<file path="src/rtl/cache_data.sv">
// Direct-mapped, write-back, write-allocate data cache for the memory stage.
// Hits complete combinationally; misses stall while a victim is written back and the line is refilled.
module cache_data #(
  parameter int ARCH_BITS        = 32,
  parameter int MEMORY_LINE_BITS = 128,
  parameter int NUM_LINES        = 4
) (
  input  logic                        clk,
  input  logic                        rst,
  input  logic                        reqValid,
  input  logic                        reqWrite,
  input  logic                        reqByte,
  input  logic [ARCH_BITS-1:0]        reqAddr,
  input  logic [ARCH_BITS-1:0]        reqWData,
  output logic [ARCH_BITS-1:0]        rData,
  output logic                        stall,
  output logic [ARCH_BITS-1:0]        memReadAddr,
  output logic                        memReadReq,
  input  logic [MEMORY_LINE_BITS-1:0] memData,
  input  logic                        memDataValid,
  output logic [ARCH_BITS-1:0]        memWriteAddr,
  output logic [MEMORY_LINE_BITS-1:0] memWriteData,
  output logic                        memWriteReq,
  input  logic                        memWriteDone
);

  localparam int IDX_W = $clog2(NUM_LINES);
  localparam int TAG_W = ARCH_BITS - 4 - IDX_W;

  typedef enum logic [1:0] {
    IDLE  = 2'd0,
    WBACK = 2'd1,
    FILL  = 2'd2
  } state_t;

  state_t                      state_q, state_d;
  logic [NUM_LINES-1:0]        valid_q;
  logic [NUM_LINES-1:0]        dirty_q;
  logic [TAG_W-1:0]            tag_q  [NUM_LINES];
  logic [MEMORY_LINE_BITS-1:0] data_q [NUM_LINES];

  logic                        rd_req_q, rd_req_d;
  logic                        wr_req_q, wr_req_d;
  logic [ARCH_BITS-1:0]        rd_addr_q, rd_addr_d;
  logic [ARCH_BITS-1:0]        wr_addr_q, wr_addr_d;
  logic [MEMORY_LINE_BITS-1:0] wr_data_q, wr_data_d;

  logic [IDX_W-1:0]            idx_s;
  logic [TAG_W-1:0]            tag_s;
  logic [6:0]                  byte_off_s;
  logic [6:0]                  word_off_s;
  logic                        hit_s;
  logic                        fill_we_s;
  logic                        wb_done_s;
  logic                        store_we_s;
  logic [MEMORY_LINE_BITS-1:0] line_rd_s;
  logic [MEMORY_LINE_BITS-1:0] line_wr_s;
  logic [ARCH_BITS-1:0]        rdata_s;

  assign idx_s      = reqAddr[4 +: IDX_W];
  assign tag_s      = reqAddr[ARCH_BITS-1 -: TAG_W];
  assign byte_off_s = {reqAddr[3:0], 3'b000};
  assign word_off_s = {reqAddr[3:2], 5'b00000};
  assign line_rd_s  = data_q[idx_s];
  assign hit_s      = reqValid & valid_q[idx_s] & (tag_q[idx_s] == tag_s);
  assign fill_we_s  = (state_q == FILL) & memDataValid;
  assign wb_done_s  = (state_q == WBACK) & memWriteDone;
  assign store_we_s = (state_q == IDLE) & hit_s & reqWrite;

  // Combinational load data and store merge for the addressed line
  always_comb begin
    rdata_s   = {ARCH_BITS{1'b0}};
    line_wr_s = line_rd_s;
    if (hit_s) begin
      if (reqByte) begin
        rdata_s = {{(ARCH_BITS-8){1'b0}}, line_rd_s[byte_off_s +: 8]};
        line_wr_s[byte_off_s +: 8] = reqWData[7:0];
      end else begin
        rdata_s = line_rd_s[word_off_s +: ARCH_BITS];
        line_wr_s[word_off_s +: ARCH_BITS] = reqWData;
      end
    end else begin
      rdata_s = {ARCH_BITS{1'b0}};
    end
  end

  assign rData = rdata_s;
  assign stall = (state_q != IDLE) | (reqValid & ~hit_s);

  // Miss sequencing and registered memory-request outputs
  always_comb begin
    state_d   = state_q;
    rd_req_d  = rd_req_q;
    wr_req_d  = wr_req_q;
    rd_addr_d = rd_addr_q;
    wr_addr_d = wr_addr_q;
    wr_data_d = wr_data_q;
    case (state_q)
      IDLE: begin
        if (reqValid && !hit_s) begin
          rd_addr_d = {reqAddr[ARCH_BITS-1:4], 4'b0000};
          if (valid_q[idx_s] && dirty_q[idx_s]) begin
            state_d   = WBACK;
            wr_req_d  = 1'b1;
            wr_addr_d = {tag_q[idx_s], idx_s, 4'b0000};
            wr_data_d = line_rd_s;
          end else begin
            state_d  = FILL;
            rd_req_d = 1'b1;
          end
        end else begin
          state_d = IDLE;
        end
      end
      WBACK: begin
        if (memWriteDone) begin
          state_d  = FILL;
          wr_req_d = 1'b0;
          rd_req_d = 1'b1;
        end else begin
          state_d = WBACK;
        end
      end
      FILL: begin
        if (memDataValid) begin
          state_d  = IDLE;
          rd_req_d = 1'b0;
        end else begin
          state_d = FILL;
        end
      end
      default: begin
        state_d  = IDLE;
        rd_req_d = 1'b0;
        wr_req_d = 1'b0;
      end
    endcase
  end

  // Control state and memory-request registers
  always_ff @(posedge clk) begin
    if (!rst) begin
      state_q   <= IDLE;
      rd_req_q  <= 1'b0;
      wr_req_q  <= 1'b0;
      rd_addr_q <= {ARCH_BITS{1'b0}};
      wr_addr_q <= {ARCH_BITS{1'b0}};
      wr_data_q <= {MEMORY_LINE_BITS{1'b0}};
    end else begin
      state_q   <= state_d;
      rd_req_q  <= rd_req_d;
      wr_req_q  <= wr_req_d;
      rd_addr_q <= rd_addr_d;
      wr_addr_q <= wr_addr_d;
      wr_data_q <= wr_data_d;
    end
  end

  // Per-line valid/dirty/tag bookkeeping
  always_ff @(posedge clk) begin
    if (!rst) begin
      valid_q <= {NUM_LINES{1'b0}};
      dirty_q <= {NUM_LINES{1'b0}};
      for (int i = 0; i < NUM_LINES; i++) begin
        tag_q[i] <= {TAG_W{1'b0}};
      end
    end else begin
      if (fill_we_s) begin
        valid_q[idx_s] <= 1'b1;
        dirty_q[idx_s] <= 1'b0;
        tag_q[idx_s]   <= tag_s;
      end else if (wb_done_s) begin
        dirty_q[idx_s] <= 1'b0;
      end else if (store_we_s) begin
        dirty_q[idx_s] <= 1'b1;
      end else begin
        dirty_q <= dirty_q;
      end
    end
  end

  // Line data survives reset; only fills and store hits modify it
  always_ff @(posedge clk) begin
    if (fill_we_s) begin
      data_q[idx_s] <= memData;
    end else if (store_we_s) begin
      data_q[idx_s] <= line_wr_s;
    end else begin
      data_q[idx_s] <= data_q[idx_s];
    end
  end

  assign memReadReq   = rd_req_q;
  assign memReadAddr  = rd_addr_q;
  assign memWriteReq  = wr_req_q;
  assign memWriteAddr = wr_addr_q;
  assign memWriteData = wr_data_q;

endmodule

</file>
<file path="config.mk">
export PLATFORM = sky130hd
export DESIGN_NAME = cache_data
export DESIGN_NICKNAME = d
export VERILOG_FILES = /design/src/rtl/cache_data.sv
export SDC_FILE = /design/constraint.sdc
export NUM_CORES = 2
export LEC_CHECK = 0
export ABC_AREA = 1
export ABC_CLOCK_PERIOD_IN_PS = 7500
export CAP_MARGIN = 20
export CORE_MARGIN = 4
export CORE_UTILIZATION = 45
export CTS_CLUSTER_DIAMETER = 150
export DETAILED_ROUTE_END_ITERATION = 6
export HOLD_SLACK_MARGIN = 0.12
export PLACE_DENSITY = 0.65
export SYNTH_ARGS = -nofsm -noshare
export SYNTH_HDL_FRONTEND = slang
export SYNTH_SLANG_ARGS = --single-unit
</file>
<file path="constraint.sdc">
create_clock -name clk -period 7.5 [get_ports clk]
set_clock_uncertainty 0.2 [all_clocks]
set_input_delay 0.75 -clock clk [delete_from_list [all_inputs] [get_ports clk]]
set_output_delay 0.75 -clock clk [all_outputs]
set_load 0.03 [all_outputs]
</file>
# Word level (Yosys, flattened, before mapping)
# Memory sizes are Yosys's and may differ from the RTL's.
# Index checks and enable logic that the tools add are counted.
# Widths: inputs -> output; s select.
# word_totals
regBits	196
latchBits	0
ram_bits	616
mem_bits_ro	0
output_inout_bits	227
wordCells	101
memories	2
# memory_table
name	depth	width	rd	rd_ports_with_merged_regs	write_ports	line_no	rtl
data_q	4	128	1	0	1	40	logic [MEMORY_LINE_BITS-1:0] data_q [NUM_LINES];
tag_q	4	26	1	0	4	39	logic [TAG_W-1:0] tag_q [NUM_LINES];
# classes
add_sub_neg	2
n_mul	0
n_div	0
n_lt_le_gt_ge	2
eq_ne	8
shifts	6
n_mux	45
bitwise	16
reduce_logical	12
# op_table
cell	count
$mux 128	4
$bwmux 128	2
$shift 32x9->128 const A	1
$shift 8x9->128 const A	1
$shiftx 128x8->32	1
$shiftx 128x8->8	1
$shiftx 32x9->128	1
$shiftx 8x9->128	1
$mux 32	2
$eq 26x26->1	1
$mux 26	1
$reduce_or 26->1	1
$mux 1	22
$neg 7->9	2
$mux 4	3
$mux 2	5
$or 4x4->4	2
$reduce_and 4->1	2
$and 1x1->1	7
$ne 2x2->1 const B	3
$pmux 1 s3	2
$pmux 2 s3	1
$and 4x4->4	1
$bmux 1 s2	2
other kinds (16)	22

# Longest topological paths before layout
# depth
ltp_word	11
ltp_mapped	21

# Least setup slack after synthesis
# OpenSTA, ideal clock, no wires.
# synth_path
kind	in2out
startpoint	input port reqAddr[4]
endpoint	output port rData[11]
arrival_ns	6.390
path_slack_ns	0.160
stages	9
path_buffers	2
path_cell_list	inv_2 nand2_1 inv_2 clkbuf_1 buf_1 nand2_1 a31oi_1 nor2_1 a211oi_1
# synth_between
elab_chain_cells	5
elab_cells_between_ends	10
# synth_lines
element	line_no	rtl
start, declared	13	input logic [ARCH_BITS-1:0] reqAddr,
parallel branches: the longest is 4 deep, another holds $mem_v2 4x128	n/a	
$mux 32 (*)	74	if (hit_s) begin
end, declared	15	output logic [ARCH_BITS-1:0] rData,
# Mark *: on every way between the ends. The select of a mux whose other input is x is not followed.

# Final worst setup path
# layout_path
startpoint	input port reqAddr[5]
endpoint	output port rData[3]
# The elaborated chain is that of the path after synthesis.

==> flow_metrics.py <==
metrics = {
    "logic_synthesis": {
        "synth_flop_cell": "edfxtp_1",
        "yosysTopAreaCell": "edfxtp_1",
        "synth.area.top_cells": "edfxtp_1 47%, dfxtp_1 10%, nand2_1 9.8%",
        "yosysWarningCount": 0,
        "ys_ff_latch": 812,
        "synthArstFlopShare": 0,
        "synth_top_area_frac": 0.470,
        "syn_inst": 4474,
        "syn-cell-area_um2": 39400,
        "syn_avg_cell_area_um2": 8.80,
        "synthTopCellsByCount": "1025 x nand2_1, 691 x nor2_1, 616 x edfxtp_1, 401 x o21ai_0, 334 x a21oi_1",
        "ys_seq_area_frac": 0.569,
        "synth_edf_count": 616,
        "yosysUniqueCellTypes": 46,
        "yosysMostFrequentCell": "nand2_1",
    },
    "clock_tree": {
        "cts_setup_buffers": 0,
        "worstSkewPairLatency_ps": 660,
        "cts_buffer_depth": 3,
        "ctsHoldBuffers": 0,
        "root_buffer": "clkbuf_16",
        "clk_pin_slew_ps": 60,
        "cts_made_buffers": 87,
        "cts_resized": 0,
        "cts.sinks": 812,
        "cts_tree": "done",
        "cts_max_level": 3,
    },
    "timing": {
        "final_hold_viol_count": 0,
        "timing.final.crit_share": 0.818,
        "setup_viol": 0,
        "worst_pin_slew_ps": 1260,
        "relSlewSlack": 0.152,
        "setup-tns-final_ps": 0,
        "fmax_ghz": 0.163,
        "rsz0062_at_grt": "false",
        "fin_crit_ps": 6140,
        "slew_viol_final": 0,
    },
    "run": {
        "cap_violations": 0,
    },
    "die": {
        "ioPinCount": 426,
        "die_area_um2": 92300,
        "row_count": 108,
        "start_util": 0.454,
        "coreArea_um2": 86800,
        "die_h_um": 304,
        "fp.dieW_um": 304,
    },
    "power": {
        "p_switching_w": 0.00311,
        "power_frac_seq": 0.471,
        "internal_power_w": 0.00794,
        "swShare": 0.282,
        "peakVddDrop_mv": 0.176,
        "power_frac_comb": 0.152,
        "p_leak_nw": 18.8,
        "p_clk_frac": 0.377,
        "power_density_nw_per_um2": 231,
    },
    "critical_path": {
        "critPathRequiredTime_ps": 6550,
        "worstPathArrival_ps": 5190,
        "reg2reg_depth": 18,
        "r2r_setup_slack_ps": 3340,
        "regToRegStartpoint": "tag_q[1][14]",
        "critPathLaunchType": "primary input",
        "worstPathMaxFanout": 57,
        "r2r_end": "data_q[0][66]",
        "path_class": "primary input to output pin",
        "end_kind": "output pin",
    },
    "placed_design": {
        "place_congestion": 1.05,
        "portBuffers": 417,
        "place_hpwl_um": 119000,
        "placed_area_um2": 45000,
        "dp_cells": 5864,
    },
    "global_route": {
        "grt_antenna_before_repair": 9,
        "grt_pass1_wl_um": 240000,
        "first_global_vias": 34337,
        "overflow": 0,
        "grt_max_degree": 157,
        "track_usage": 0.349,
    },
    "detailed_routing": {
        "num_vias": 36532,
        "via_per_inst": 6.06,
        "wl_per_cell_um": 27.7,
        "first_iter_violations": 5223,
        "ant_nets": 0,
        "drt-total-wl_um": 167000,
        "drcViolationCount": 3,
        "dr.pass1.iters": 7,
    },
    "worst_hold_path": {
        "whs_path_depth": 3,
        "hp-class": "primary input to flip-flop",
        "whs_endpoint": "memWriteData[98]",
        "hold_path.startpoint": "rst",
    },
    "finish": {
        "syn_to_final_growth_pct": 21.3,
        "nNetsFinal": 5007,
        "fin_cells": 6030,
        "drive_above_1_share": 0.0681,
        "postLayoutCellArea_um2": 47800,
    },
    "outcome": {
        "failed_checks": "DRC",
        "status": "finished with violations",
    },
}
[placed cells by master, fill, tap and decap left out, types with 140 or more instances in the layout]
cell and instances:
edfxtp_1 616, nand2_1 1024, nor2_1 690, clkdlybuf4s50_1 387
dfxtp_1 196, a22oi_1 187, a21oi_1 334, inv_1 172
o21ai_0 401, nand3_1 140
[stage by stage]
step | setup slack, ps | util | total power (W) | hold slack [ps]
2_1_floorplan | 160 | - | 0.00616 | 236
3_3_place_gp | 1540 | 0.518 | 0.00689 | 251
3_5_place_dp | 1530 | 0.519 | 0.00691 | 254
4_1_cts | 1510 | 0.550 | 0.0110 | 221
5_1_grt | 1300 | 0.551 | 0.0114 | 260
6_report | 1360 | 0.551 | 0.0110 | 239
[layout make-up]
class / instances / area [um2]
diodes: 3 / 7.51
clock buffers: 118 / 2450
clock inverters: 43 / 308
fillers: 7916 / 39000
inverters: 192 / 747
multi-input cells: 3154 / 14800
flip-flops and latches: 812 / 22400
well taps: 1155 / 1450
repair buffers: 553 / 5570
[routing by layer]
layer / wire, um / vias to the layer above / share of wire / GRT usage
met1: 66500 / 17399 / 0.40 / 0.481
met2: 71000 / 2402 / 0.42 / 0.511
met3: 18900 / 485 / 0.11 / 0.0824
met4: 10800 / 4 / 0.065 / 0.187
li1: - / 16242 / - / -
met5: 24 / - / 0.00014 / 0
[power groups by stage]
stage | clock (W) | sequential [W] | combinational, W
after global placement | 0 | 0.00529 | 0.00160
after detailed placement | 0 | 0.00530 | 0.00161
after CTS | 0.00420 | 0.00520 | 0.00161
after floorplan | 0 | 0.00532 | 0.000839
final | 0.00416 | 0.00520 | 0.00168
after global routing | 0.00440 | 0.00522 | 0.00176
[worst max path at each step]
stage          startpoint        end  slack (ps)  depth (start not counted)
3_3_place_gp   reqAddr[5]   rData[4]        1540                         14
4_1_cts        reqAddr[5]   rData[3]        1510                         15
3_5_place_dp   reqAddr[5]   rData[3]        1530                         15
2_1_floorplan  reqAddr[4]  rData[11]         160                          9
6_report       reqAddr[5]   rData[3]        1360                         15
5_1_grt        reqAddr[5]   rData[4]        1300                         14
[state kept, by name, indices dropped and copies added, names as in the netlist, named ones only]
| register | count |
|---|---|
| valid_q | 4 |
| memWriteReq | 1 |
| tag_q | 104 |
| data_q | 512 |
| state_q | 2 |
| memWriteAddr | 28 |
| memReadAddr | 28 |
| memReadReq | 1 |
| memWriteData | 128 |
[logic make-up (layout without fill, tap and decap cells)]
group	count (synthesis)	after routing	synth area share
AND/OR/NAND/NOR	1930	1930	0.193
flip-flops	812	812	0.569
other	1	11	0.0000952
XOR/XNOR	1	1	0.000222
AO/OA/AOI/OAI	1207	1207	0.179
adder cells (fa/ha/maj)	8	8	0.00254
buffers and inverters	515	906	0.0556
[worst max-delay path, cell delays in order]
cell and delay, ps:
clkdlybuf4s50_1 720, nand2_1 390, inv_8 460, buf_4 280, a22oi_1 100, nand2_1 290, nand2_1 80, o21ai_0 280
nand2_1 120, nand2_1 100, nand2_1 60, a21oi_1 320, nor2_1 70, nor2_1 310, clkdlybuf4s50_1 750
Power figures use the tool's default switching activity.
